==> config.mk <==
export PLATFORM = sky130hd
export DESIGN_NAME = multicycle_controller
export DESIGN_NICKNAME = d
export VERILOG_FILES = /design/src/rtl/multicycle_controller.sv
export SDC_FILE = /design/constraint.sdc
export NUM_CORES = 1
export LEC_CHECK = 0
export ABC_AREA = 1
export CAP_MARGIN = 20
export CORE_UTILIZATION = 39
export DETAILED_ROUTE_END_ITERATION = 8
export GPL_TIMING_DRIVEN = 0
export HOLD_SLACK_MARGIN = 0.05
export PLACE_DENSITY = 0.84
export SLEW_MARGIN = 20
export SYNTH_ARGS = -nofsm -noshare
export SYNTH_HDL_FRONTEND = slang
export SYNTH_SLANG_ARGS = --single-unit
export TNS_END_PERCENT = 100
==> constraint.sdc <==
create_clock -name clk -period 2.3 [get_ports clk]
set_clock_uncertainty 0.15 [all_clocks]
set_input_delay 0.46 -clock clk [delete_from_list [all_inputs] [get_ports clk]]
set_output_delay 0.46 -clock clk [all_outputs]
set_load 0.05 [all_outputs]
==> src/rtl/multicycle_controller.sv <==
// Multicycle RV32I sequencing controller.
// Moore FSM plus ALU and immediate-type decode for a shared-datapath core.
module multicycle_controller #(
    parameter bit ILLEGAL_HALT = 1'b1
) (
    input  logic       clk,
    input  logic       Reset,
    input  logic [6:0] op,
    input  logic [2:0] funct3,
    input  logic       funct7b5,
    input  logic       Zero,
    output logic       PCWrite,
    output logic       AdrSrc,
    output logic       MemWrite,
    output logic       IRWrite,
    output logic [1:0] ResultSrc,
    output logic [1:0] ALUSrcA,
    output logic [1:0] ALUSrcB,
    output logic [1:0] ImmSrc,
    output logic [3:0] ALUControl,
    output logic       RegWrite,
    output logic [3:0] state,
    output logic       illegal
);

    typedef enum logic [3:0] {
        S_FETCH    = 4'd0,
        S_DECODE   = 4'd1,
        S_MEMADR   = 4'd2,
        S_MEMREAD  = 4'd3,
        S_MEMWB    = 4'd4,
        S_MEMWRITE = 4'd5,
        S_EXECR    = 4'd6,
        S_EXECI    = 4'd7,
        S_ALUWB    = 4'd8,
        S_BEQ      = 4'd9,
        S_JAL      = 4'd10,
        S_HALT     = 4'd11
    } state_e;

    localparam logic [6:0] OP_LW   = 7'b0000011;
    localparam logic [6:0] OP_SW   = 7'b0100011;
    localparam logic [6:0] OP_R    = 7'b0110011;
    localparam logic [6:0] OP_I    = 7'b0010011;
    localparam logic [6:0] OP_BEQ  = 7'b1100011;
    localparam logic [6:0] OP_JAL  = 7'b1101111;

    state_e     state_q;
    state_e     state_d;
    state_e     cur;
    logic [1:0] alu_op;
    logic       pc_update;
    logic       branch;

    // State register; reset aborts any instruction back to FETCH.
    always_ff @(posedge clk) begin
        if (Reset) begin
            state_q <= S_FETCH;
        end else begin
            state_q <= state_d;
        end
    end

    // Next-state sequencing.
    always_comb begin
        state_d = S_FETCH;
        case (state_q)
            S_FETCH:    state_d = S_DECODE;
            S_DECODE: begin
                case (op)
                    OP_LW, OP_SW: state_d = S_MEMADR;
                    OP_R:         state_d = S_EXECR;
                    OP_I:         state_d = S_EXECI;
                    OP_BEQ:       state_d = S_BEQ;
                    OP_JAL:       state_d = S_JAL;
                    default:      state_d = ILLEGAL_HALT ? S_HALT : S_FETCH;
                endcase
            end
            S_MEMADR:   state_d = op[5] ? S_MEMWRITE : S_MEMREAD;
            S_MEMREAD:  state_d = S_MEMWB;
            S_EXECR,
            S_EXECI,
            S_JAL:      state_d = S_ALUWB;
            S_MEMWB,
            S_MEMWRITE,
            S_ALUWB,
            S_BEQ:      state_d = S_FETCH;
            S_HALT:     state_d = S_HALT;
            default:    state_d = S_FETCH;
        endcase
    end

    // Moore outputs; during reset the FETCH decode is shown with enables off.
    always_comb begin
        cur       = Reset ? S_FETCH : state_q;
        AdrSrc    = 1'b0;
        IRWrite   = 1'b0;
        MemWrite  = 1'b0;
        RegWrite  = 1'b0;
        ResultSrc = 2'b00;
        ALUSrcA   = 2'b00;
        ALUSrcB   = 2'b00;
        alu_op    = 2'b00;
        pc_update = 1'b0;
        branch    = 1'b0;
        case (cur)
            S_FETCH: begin
                IRWrite   = 1'b1;
                ALUSrcB   = 2'b10;
                ResultSrc = 2'b10;
                pc_update = 1'b1;
            end
            S_DECODE: begin
                ALUSrcA = 2'b01;
                ALUSrcB = 2'b01;
            end
            S_MEMADR: begin
                ALUSrcA = 2'b10;
                ALUSrcB = 2'b01;
            end
            S_MEMREAD: begin
                AdrSrc = 1'b1;
            end
            S_MEMWB: begin
                ResultSrc = 2'b01;
                RegWrite  = 1'b1;
            end
            S_MEMWRITE: begin
                AdrSrc   = 1'b1;
                MemWrite = 1'b1;
            end
            S_EXECR: begin
                ALUSrcA = 2'b10;
                alu_op  = 2'b10;
            end
            S_EXECI: begin
                ALUSrcA = 2'b10;
                ALUSrcB = 2'b01;
                alu_op  = 2'b10;
            end
            S_ALUWB: begin
                RegWrite = 1'b1;
            end
            S_BEQ: begin
                ALUSrcA = 2'b10;
                alu_op  = 2'b01;
                branch  = 1'b1;
            end
            S_JAL: begin
                ALUSrcA   = 2'b01;
                ALUSrcB   = 2'b10;
                pc_update = 1'b1;
            end
            default: begin
            end
        endcase
        if (Reset) begin
            IRWrite   = 1'b0;
            MemWrite  = 1'b0;
            RegWrite  = 1'b0;
            pc_update = 1'b0;
            branch    = 1'b0;
        end
        PCWrite = pc_update | (branch & Zero);
    end

    // ALU operation decode from ALUOp and the instruction fields.
    always_comb begin
        ALUControl = 4'b0000;
        case (alu_op)
            2'b00: ALUControl = 4'b0000;
            2'b01: ALUControl = 4'b0001;
            default: begin
                case (funct3)
                    3'b000:  ALUControl = (op[5] & funct7b5) ? 4'b0001 : 4'b0000;
                    3'b001:  ALUControl = 4'b0110;
                    3'b010:  ALUControl = 4'b0101;
                    3'b011:  ALUControl = 4'b1001;
                    3'b100:  ALUControl = 4'b0100;
                    3'b101:  ALUControl = funct7b5 ? 4'b1000 : 4'b0111;
                    3'b110:  ALUControl = 4'b0011;
                    default: ALUControl = 4'b0010;
                endcase
            end
        endcase
    end

    // Immediate format follows the opcode in every state.
    always_comb begin
        case (op)
            OP_SW:   ImmSrc = 2'b01;
            OP_BEQ:  ImmSrc = 2'b10;
            OP_JAL:  ImmSrc = 2'b11;
            default: ImmSrc = 2'b00;
        endcase
    end

    assign state   = state_q;
    assign illegal = (state_q == S_HALT);

endmodule

# After elaboration in Yosys (flattened, before gate mapping)
# Cells that the tools add are included.
# op_classes
eq_ne	30
muxes	24
n_bitwise	3
n_reduce_logical	13
# op_table
cell	n
$pmux W4 S7	1
$eq A4 B3 Y1 const B	6
$pmux W4 S6	1
$eq A4 B4 Y1 const B	5
$pmux W4 S5	1
$eq A4 B2 Y1 const B	4
$pmux W2 S2	4
$eq A7 B6 Y1 const B	2
$eq A7 B7 Y1 const B	2
$mux W1	12
$reduce_or A2 Y1	6
$eq A3 B3 Y1 const B	3
$eq A4 B1 Y1 const B	2
$logic_not A4 Y1	2
$mux W4	2
$pmux W4 S2	1
$eq A7 B2 Y1 const B	1
$eq A7 B5 Y1 const B	1
$eq A3 B2 Y1 const B	2
$pmux W2 S3	1
$reduce_or A3 Y1	2
$reduce_or A4 Y1	1
$eq A3 B1 Y1 const B	1
$logic_not A3 Y1	1
other kinds (5)	6
# totals
register_bits	4
input_bits	14
output_inout_bits	22
word_cells	71

# Depth between registers and ports, before layout
# Gate-level depths: netlist (run 1).
# logic_depth
depth_word	6
depth_mapped	9
mapped_depth_nobuf	9

# Worst setup path before layout (run 1)
# Ideal clock, no wire load.
# synth_timing
kind	reg2out
start	reg state_q[2], in the netlist state[2]
end	out RegWrite
arrival_ns	2.037
required_time_ns	1.690
slack_ns	-0.347
stages_incl_launch_ff	3
path_buffers	0
cell_sequence	dfxtp_1 nor2_4 nor3b_1
# synth_via
elab_chain_cells	5
elab_cells_between_ends	6
cone_classes	eq/ne (2); mux (3); reduce/logical (1)
# synth_lines
element	line	source
from (decl)	48	state_e state_q;
from (signal assigned)	60	state_q <= state_d;
$mux W4 (*)	95	cur = Reset ? S_FETCH : state_q;
$eq A4 B4 Y1 or $eq A4 B3 Y1 (tied branches)	106	case (cur)
$reduce_or A2 Y1 (no line) (*)	--	
$mux W1 (*)	106	
$mux W1 (*)	157	if (Reset) begin
to (decl)	21	output logic RegWrite,
# Every way passes the cells marked *; elsewhere a longest branch is shown, timed or not.

# Worst setup path in the final report (run 1)
# layout_timing
start	in Reset
end	out RegWrite
# layout_via
elab_chain_cells	5
elab_cells_between_ends	6
cone_classes	eq/ne (2); mux (3); reduce/logical (1)
# layout_lines
element	line	source
from (decl)	7	input logic Reset,
$mux W4	95	
$eq A4 B4 Y1 or $eq A4 B3 Y1 (tied branches)	106	
$reduce_or A2 Y1 (no line)	--	
$mux W1	106	
$mux W1 (*)	157	
# Marks and branches as above.

==> results of run 1 <==
==> per-layer routing <==
metal	vias up	global-route usage, %
met3	6	4.89
met1	393	27.6
met2	24	45.7
met5	-	0
li1	444	-
met4	0	15.8
==> stage by stage <==
| step | hold WS (ps) | power, W | setup WS, ps | area, um^2 |
|---|---|---|---|---|
| 2_1_floorplan | 459 | 0.000745 | 72.6 | 621 |
| 3_3_place_gp | 438 | 0.000989 | -748 | 990 |
| 3_5_place_dp | 444 | 0.000999 | -765 | 990 |
| 4_1_cts | 456 | 0.00107 | 0.428 | 998 |
| 5_1_grt | 460 | 0.00115 | -42.3 | 1020 |
| 6_report | 439 | 0.00107 | 12.2 | 1020 |
==> cell usage in the layout (no fill, tap or decap) <==
master           netlist  final
inv_1                 14     13
nand4_1                2      2
a21oi_1                8      6
a31oi_2                0      1
buf_1                  0      1
nor3_1                 1      1
o22ai_2                0      1
o21ai_1                1      2
clkdlybuf4s15_2        0      1
o21ai_2                0      1
clkbuf_4               0      5
clkdlybuf4s50_1        0     12
nor2_2                 3      6
nor2_1                17     14
buf_6                  0      4
nand3_1                9      9
dlymetal6s2s_1         0      2
buf_2                  1      8
a31oi_1                3      2
buf_4                  0      4
nor2_4                 2      2
clkdlybuf4s18_2        0      1
nand2_2                1      2
dfxtp_2                0      4
o31ai_1                1      1
inv_2                  7      8
nor3_4                 1      2
nor3b_2                0      1
nand3_2                1      1
dlygate4sd2_1          0      4
a21oi_2                1      3
nand2_1               31     30
==> critical path, stage by stage <==
cell and delay, ps:
dlygate4sd2_1 270, buf_6 140, buf_1 140, a21oi_1 190
nor3b_2 210, clkbuf_4 260
==> worst max path at each step <==
stage	from	end	slack, ps	cells past startpoint
floorplan	state[2]	MemWrite	70	6
global placement	Reset	ALUControl[0]	-750	8
detailed placement	Reset	ALUControl[0]	-760	8
CTS	op[5]	ALUControl[0]	0.4	6
global route	Reset	RegWrite	-40	6
finish	Reset	RegWrite	10	6
==> what timing repair did <==
item / 4_1_cts / 5_1_grt
setup buffers: 3 / 0
setup endpoints to repair: 18 / 10
hold buffers: 0 / 0
hold endpoints to repair: 0 / 0
resized for setup: 95 / 14
==> cell families (layout without fill, tap and decap cells) <==
family,after synthesis,in the layout,synth area share [%]
AOI/OAI and AO/OA,17,17,16.2
buffers and inverters,22,63,14.1
and+or+nand+nor,70,70,56.2
DFF,4,4,13.5
==> area by class of cell <==
cell class / count / share of cell area (%)
flip-flops and latches: 4 / 8.37
inverters: 21 / 7.76
plain buffers: 1 / 1.11
repair buffers: 38 / 31.9
clock buffers: 3 / 2.22
multi-input cells: 87 / 46.8
well taps: 15 / 1.85
==> where the power goes <==
part	switching, W	leakage, nW	internal (W)	total (W)
clock	0.0000337	0.0138	0.0000587	0.0000924
sequential	0.0000578	0.0344	0.000104	0.000161
combinational	0.000583	0.487	0.000235	0.000818
==> flow_summary.json, run 1 <==
{
  "top_layer": "met4",
  "finalSetupTns_ps": 0,
  "cp.required_ps": 1690,
  "drt_wl_total_um": 1880,
  "reg2reg_depth": 6,
  "grt_use_total_pct": 25.8,
  "path_class": "in -> out",
  "grt_pass1_wl_um": 2820,
  "stdcell_count": 169,
  "syn-num-nets": 127,
  "wl_met2_um": 955,
  "ant_nets": 0,
  "pin_count": 36,
  "end_kind": "primary output",
  "dp_cells": 163,
  "whs_endpoint": "state[2]",
  "synthTopCellsByArea": "nand2_1 20%, dfxtp_1 13%, nor2_1 11%",
  "hold_violations": 0,
  "avgSynthCellArea_um2": 5.26,
  "r2r_end": "state[2]",
  "grt_pass1_vias": 729,
  "drive_gt1_share_pct": 35.7,
  "fmax_mhz": 437,
  "worstSkewPairLatency_ps": 240,
  "cts_buffers": 3,
  "htree_levels": 1,
  "setup_violations": 0,
  "cts_tree": "done",
  "start_util_pct": 43.5,
  "hold_path_depth": 3,
  "routed-via-count": 867,
  "synth_top_area_share_pct": 19.6,
  "drc": 0,
  "clock-root-buffer": "clkbuf_4",
  "synth-edff-count": 0,
  "die-height_um": 41.0,
  "status": "complete, no violations",
  "hpwlAfterDp_um": 1540,
  "synth_cell_types": 23,
  "regToRegSetupSlack_ps": 1030,
  "synthesis.area_um2": 594,
  "final.min_clock_period_ps": 2290,
  "r2r-start": "state[0]",
  "met3_length_um": 96,
  "synth_most_common_cell": "nand2_1",
  "cp-start-kind": "primary input",
  "insertedDiodeCount": 0,
  "area_growth_pct": 70.9,
  "synth.yosys.seq_area_share_pct": 13.5,
  "post-route-util_pct": 74.4,
  "clk_path_buf_depth": 2,
  "rsz0062_at_grt": "true",
  "seqCellArea_um2": 85.1,
  "largest_reg_flops": 4,
  "yosysWarnings": 0,
  "synthCells": 113,
  "wl_per_cell_um": 11.1,
  "multiInputGateArea_um2": 475,
  "synth_flop_cell": "dfxtp_1",
  "drtIter0Drc": 18,
  "critPathArrivalTime_ps": 1680,
  "synth_commonest_cells": "31 x nand2_1, 17 x nor2_1, 14 x inv_1",
  "p_leak_nw": 0.536,
  "crit_fanout": 6,
  "gp_congestion": 0.855,
  "core_um2": 1370,
  "async_flop_share_pct": 0,
  "clock-sinks": 4,
  "hp-start": "op[5]",
  "antenna_found_initial": 0,
  "ir_worst_vdd_v": 0.000414,
  "vias_per_cell": 5.13,
  "slew_violations": 0,
  "row_count": 13,
  "ys_ff_latch": 4,
  "grt_overflow": 0,
  "firstDrtPassIters": 4,
  "maxCapViolations": 0,
  "clk_pin_slew_ps": 40,
  "synth_top_area_cell": "nand2_1",
  "portBuffers": 35,
  "tightest_slew_ps": 492,
  "slew_headroom_pct": 67.1,
  "drt-met1-wl_um": 786,
  "die-area_um2": 1680,
  "nFillCells": 122,
  "hp-class": "in -> reg",
  "grt_start_max_net_pins": 8,
  "fin_nets": 170,
  "post-route-period-util_pct": 99.5,
  "die_x_um": 41.0,
  "powerDensity_nw_per_um2": 1050
}
(Power assumes the default switching activity.)
==> run 2, diff against run 1 <==
--- a/config.mk
+++ b/config.mk
@@ -7,11 +7,12 @@
 export LEC_CHECK = 0
 export ABC_AREA = 1
 export CAP_MARGIN = 20
-export CORE_UTILIZATION = 39
+export CORE_ASPECT_RATIO = 1.2
+export CORE_UTILIZATION = 32
 export DETAILED_ROUTE_END_ITERATION = 8
 export GPL_TIMING_DRIVEN = 0
 export HOLD_SLACK_MARGIN = 0.05
-export PLACE_DENSITY = 0.84
+export PLACE_DENSITY = 0.71
 export SLEW_MARGIN = 20
 export SYNTH_ARGS = -nofsm -noshare
 export SYNTH_HDL_FRONTEND = slang
==> run 2 against run 1 <==
Compared with the run above: die area increased by 21%; combinational power is 0.6% lower; clock-buffer cell count unchanged; hold slack got worse by 9.9 ps; critical path type unchanged.
==> flow_summary.json, run 2 (synthesis gave the netlist of run 1 again) <==
{
  "core_um2": 1680,
  "cp-start-kind": "primary input",
  "whs_endpoint": "state[2]",
  "area_growth_pct": 74.5,
  "postCtsHoldBufs": 0,
  "start_util_pct": 35.3,
  "clk_path_buf_depth": 2,
  "pin_count": 36,
  "p_leak_nw": 0.539,
  "die-height_um": 49.2,
  "critPathSlowestCell": "dlygate4sd2_1",
  "whs_ps": 429,
  "firstDrtPassIters": 4,
  "clock-sinks": 4,
  "preCtsSetupSlack_ps": -762,
  "multiInputGateArea_um2": 473,
  "crit_path_max_incr_delay_ps": 280,
  "grt_pass1_vias": 753,
  "layout_commonest_cell": "nand2_1",
  "portBuffers": 35,
  "maxCapViolations": 0,
  "insertedDiodeCount": 0,
  "grt_pass1_wl_um": 2820,
  "post-route-util_pct": 61.7,
  "final.min_clock_period_ps": 2250,
  "layout_setup_ws_ps": 49.8,
  "seqCellArea_um2": 85.1,
  "hp-start": "op[5]",
  "vias_per_cell": 4.77,
  "grt_overflow": 0,
  "regToRegSetupSlack_ps": 1040,
  "final_cell_mix": "30 x nand2_1, 15 x nor2_1, 13 x inv_1, 12 x clkdlybuf4s50_1, 9 x nand3_1",
  "r2r-start": "state[2]",
  "reg2reg_depth": 5,
  "grt_use_total_pct": 18.7,
  "htree_levels": 1,
  "clk_pin_slew_ps": 40,
  "gp_congestion": 0.715,
  "status": "complete, no violations",
  "path_class": "in -> out",
  "fin_nets": 171,
  "largest_reg_flops": 4,
  "slew_headroom_pct": 66.8,
  "row_count": 16,
  "rsz0062_at_grt": "true",
  "cts_buffers": 3,
  "drc": 0,
  "die-area_um2": 2030,
  "drtIter0Drc": 16,
  "drive_gt1_share_pct": 35.5,
  "wl_per_cell_um": 10.2,
  "die_x_um": 41.3,
  "fmax_mhz": 444,
  "crit_chain": "dlygate4sd2_1, buf_6, buf_1, a21oi_1, nor3b_2, buf_2",
  "ant_nets": 0,
  "powerDensity_nw_per_um2": 1020,
  "drt_wl_total_um": 1770,
  "hp-class": "in -> reg",
  "crit_fanout": 6,
  "slew_violations": 0,
  "cts_tree": "done",
  "cp.required_ps": 1690,
  "critPathArrivalTime_ps": 1640,
  "tightest_slew_ps": 496,
  "hold_path_depth": 3,
  "hold_violations": 0,
  "clock-root-buffer": "clkbuf_4",
  "worstSkewPairLatency_ps": 230,
  "post-route-period-util_pct": 97.8,
  "antenna_found_initial": 0,
  "grt_start_max_net_pins": 8,
  "end_kind": "primary output",
  "setup_violations": 0,
  "routed-via-count": 826,
  "hpwlAfterDp_um": 1460,
  "r2r_end": "state[2]",
  "ir_worst_vdd_v": 0.000405,
  "nFillCells": 166
}
## run 2: timing repair
action	CTS	global route
hold endpoints to repair	0	0
setup endpoints to repair	18	11
setup buffers	3	1
gates resized for setup	89	16
pin swaps	0	2
## run 2: per-layer routing
layer  wire (um)  global-route usage (%)  vias to the layer above
met5           0                       0                        -
li1            -                       -                      446
met1         746                    19.7                      358
met3          78                    3.20                        0
met2         946                    35.7                       22
met4           0                    2.69                        0
## run 2: final cells by class
type | count | share of cell area (%)
timing repair buffer | 39 | 33.2
multi-input combinational | 87 | 45.6
sequential | 4 | 8.20
clock buffer | 3 | 2.17
inverter | 21 | 7.60
tap | 18 | 2.17
buffer | 1 | 1.09
## run 2: report_power, final
| group | internal [W] | switching (W) |
|---|---|---|
| Combinational | 0.000239 | 0.000574 |
| Clock | 0.0000583 | 0.0000272 |
| Sequential | 0.000104 | 0.0000587 |
| Total | 0.000401 | 0.000660 |
## run 2: critical path, delay by kind of cell
family                 cells  cell delay, ps
AOI/OAI and AO/OA          1             170
buffers and inverters      4             840
and+or+nand+nor            1             180
## run 2: worst max path at each step
| stage | startpoint | endpoint | slack, ps |
|---|---|---|---|
| after global placement | Reset | ALUSrcA[1] | -760 |
| after global routing | Reset | RegWrite | -30 |
| after detailed placement | Reset | ALUSrcA[1] | -760 |
| after CTS | op[0] | ImmSrc[0] | 0.09 |
| after floorplan | state[2] | MemWrite | 70 |
| final | Reset | RegWrite | 50 |
## run 2: per-stage QoR
step | instances | total power (W) | cell area [um^2] | TNS [ps]
5_1_grt | 173 | 0.00113 | 1040 | -44.6
3_3_place_gp | 166 | 0.000993 | 993 | -9710
2_1_floorplan | 113 | 0.000745 | 621 | 0
3_5_place_dp | 166 | 0.000998 | 993 | -9830
6_report | 173 | 0.00106 | 1040 | 0
4_1_cts | 172 | 0.00107 | 1020 | 0
==> run 3, diff against run 2 <==
--- a/config.mk
+++ b/config.mk
@@ -9,6 +9,7 @@
 export CAP_MARGIN = 20
 export CORE_ASPECT_RATIO = 1.2
 export CORE_UTILIZATION = 32
+export CTS_CLUSTER_SIZE = 20
 export DETAILED_ROUTE_END_ITERATION = 8
 export GPL_TIMING_DRIVEN = 0
 export HOLD_SLACK_MARGIN = 0.05
==> results of run 3 <==
No change in the layout: final DEF, timing and power equal those of run 2.
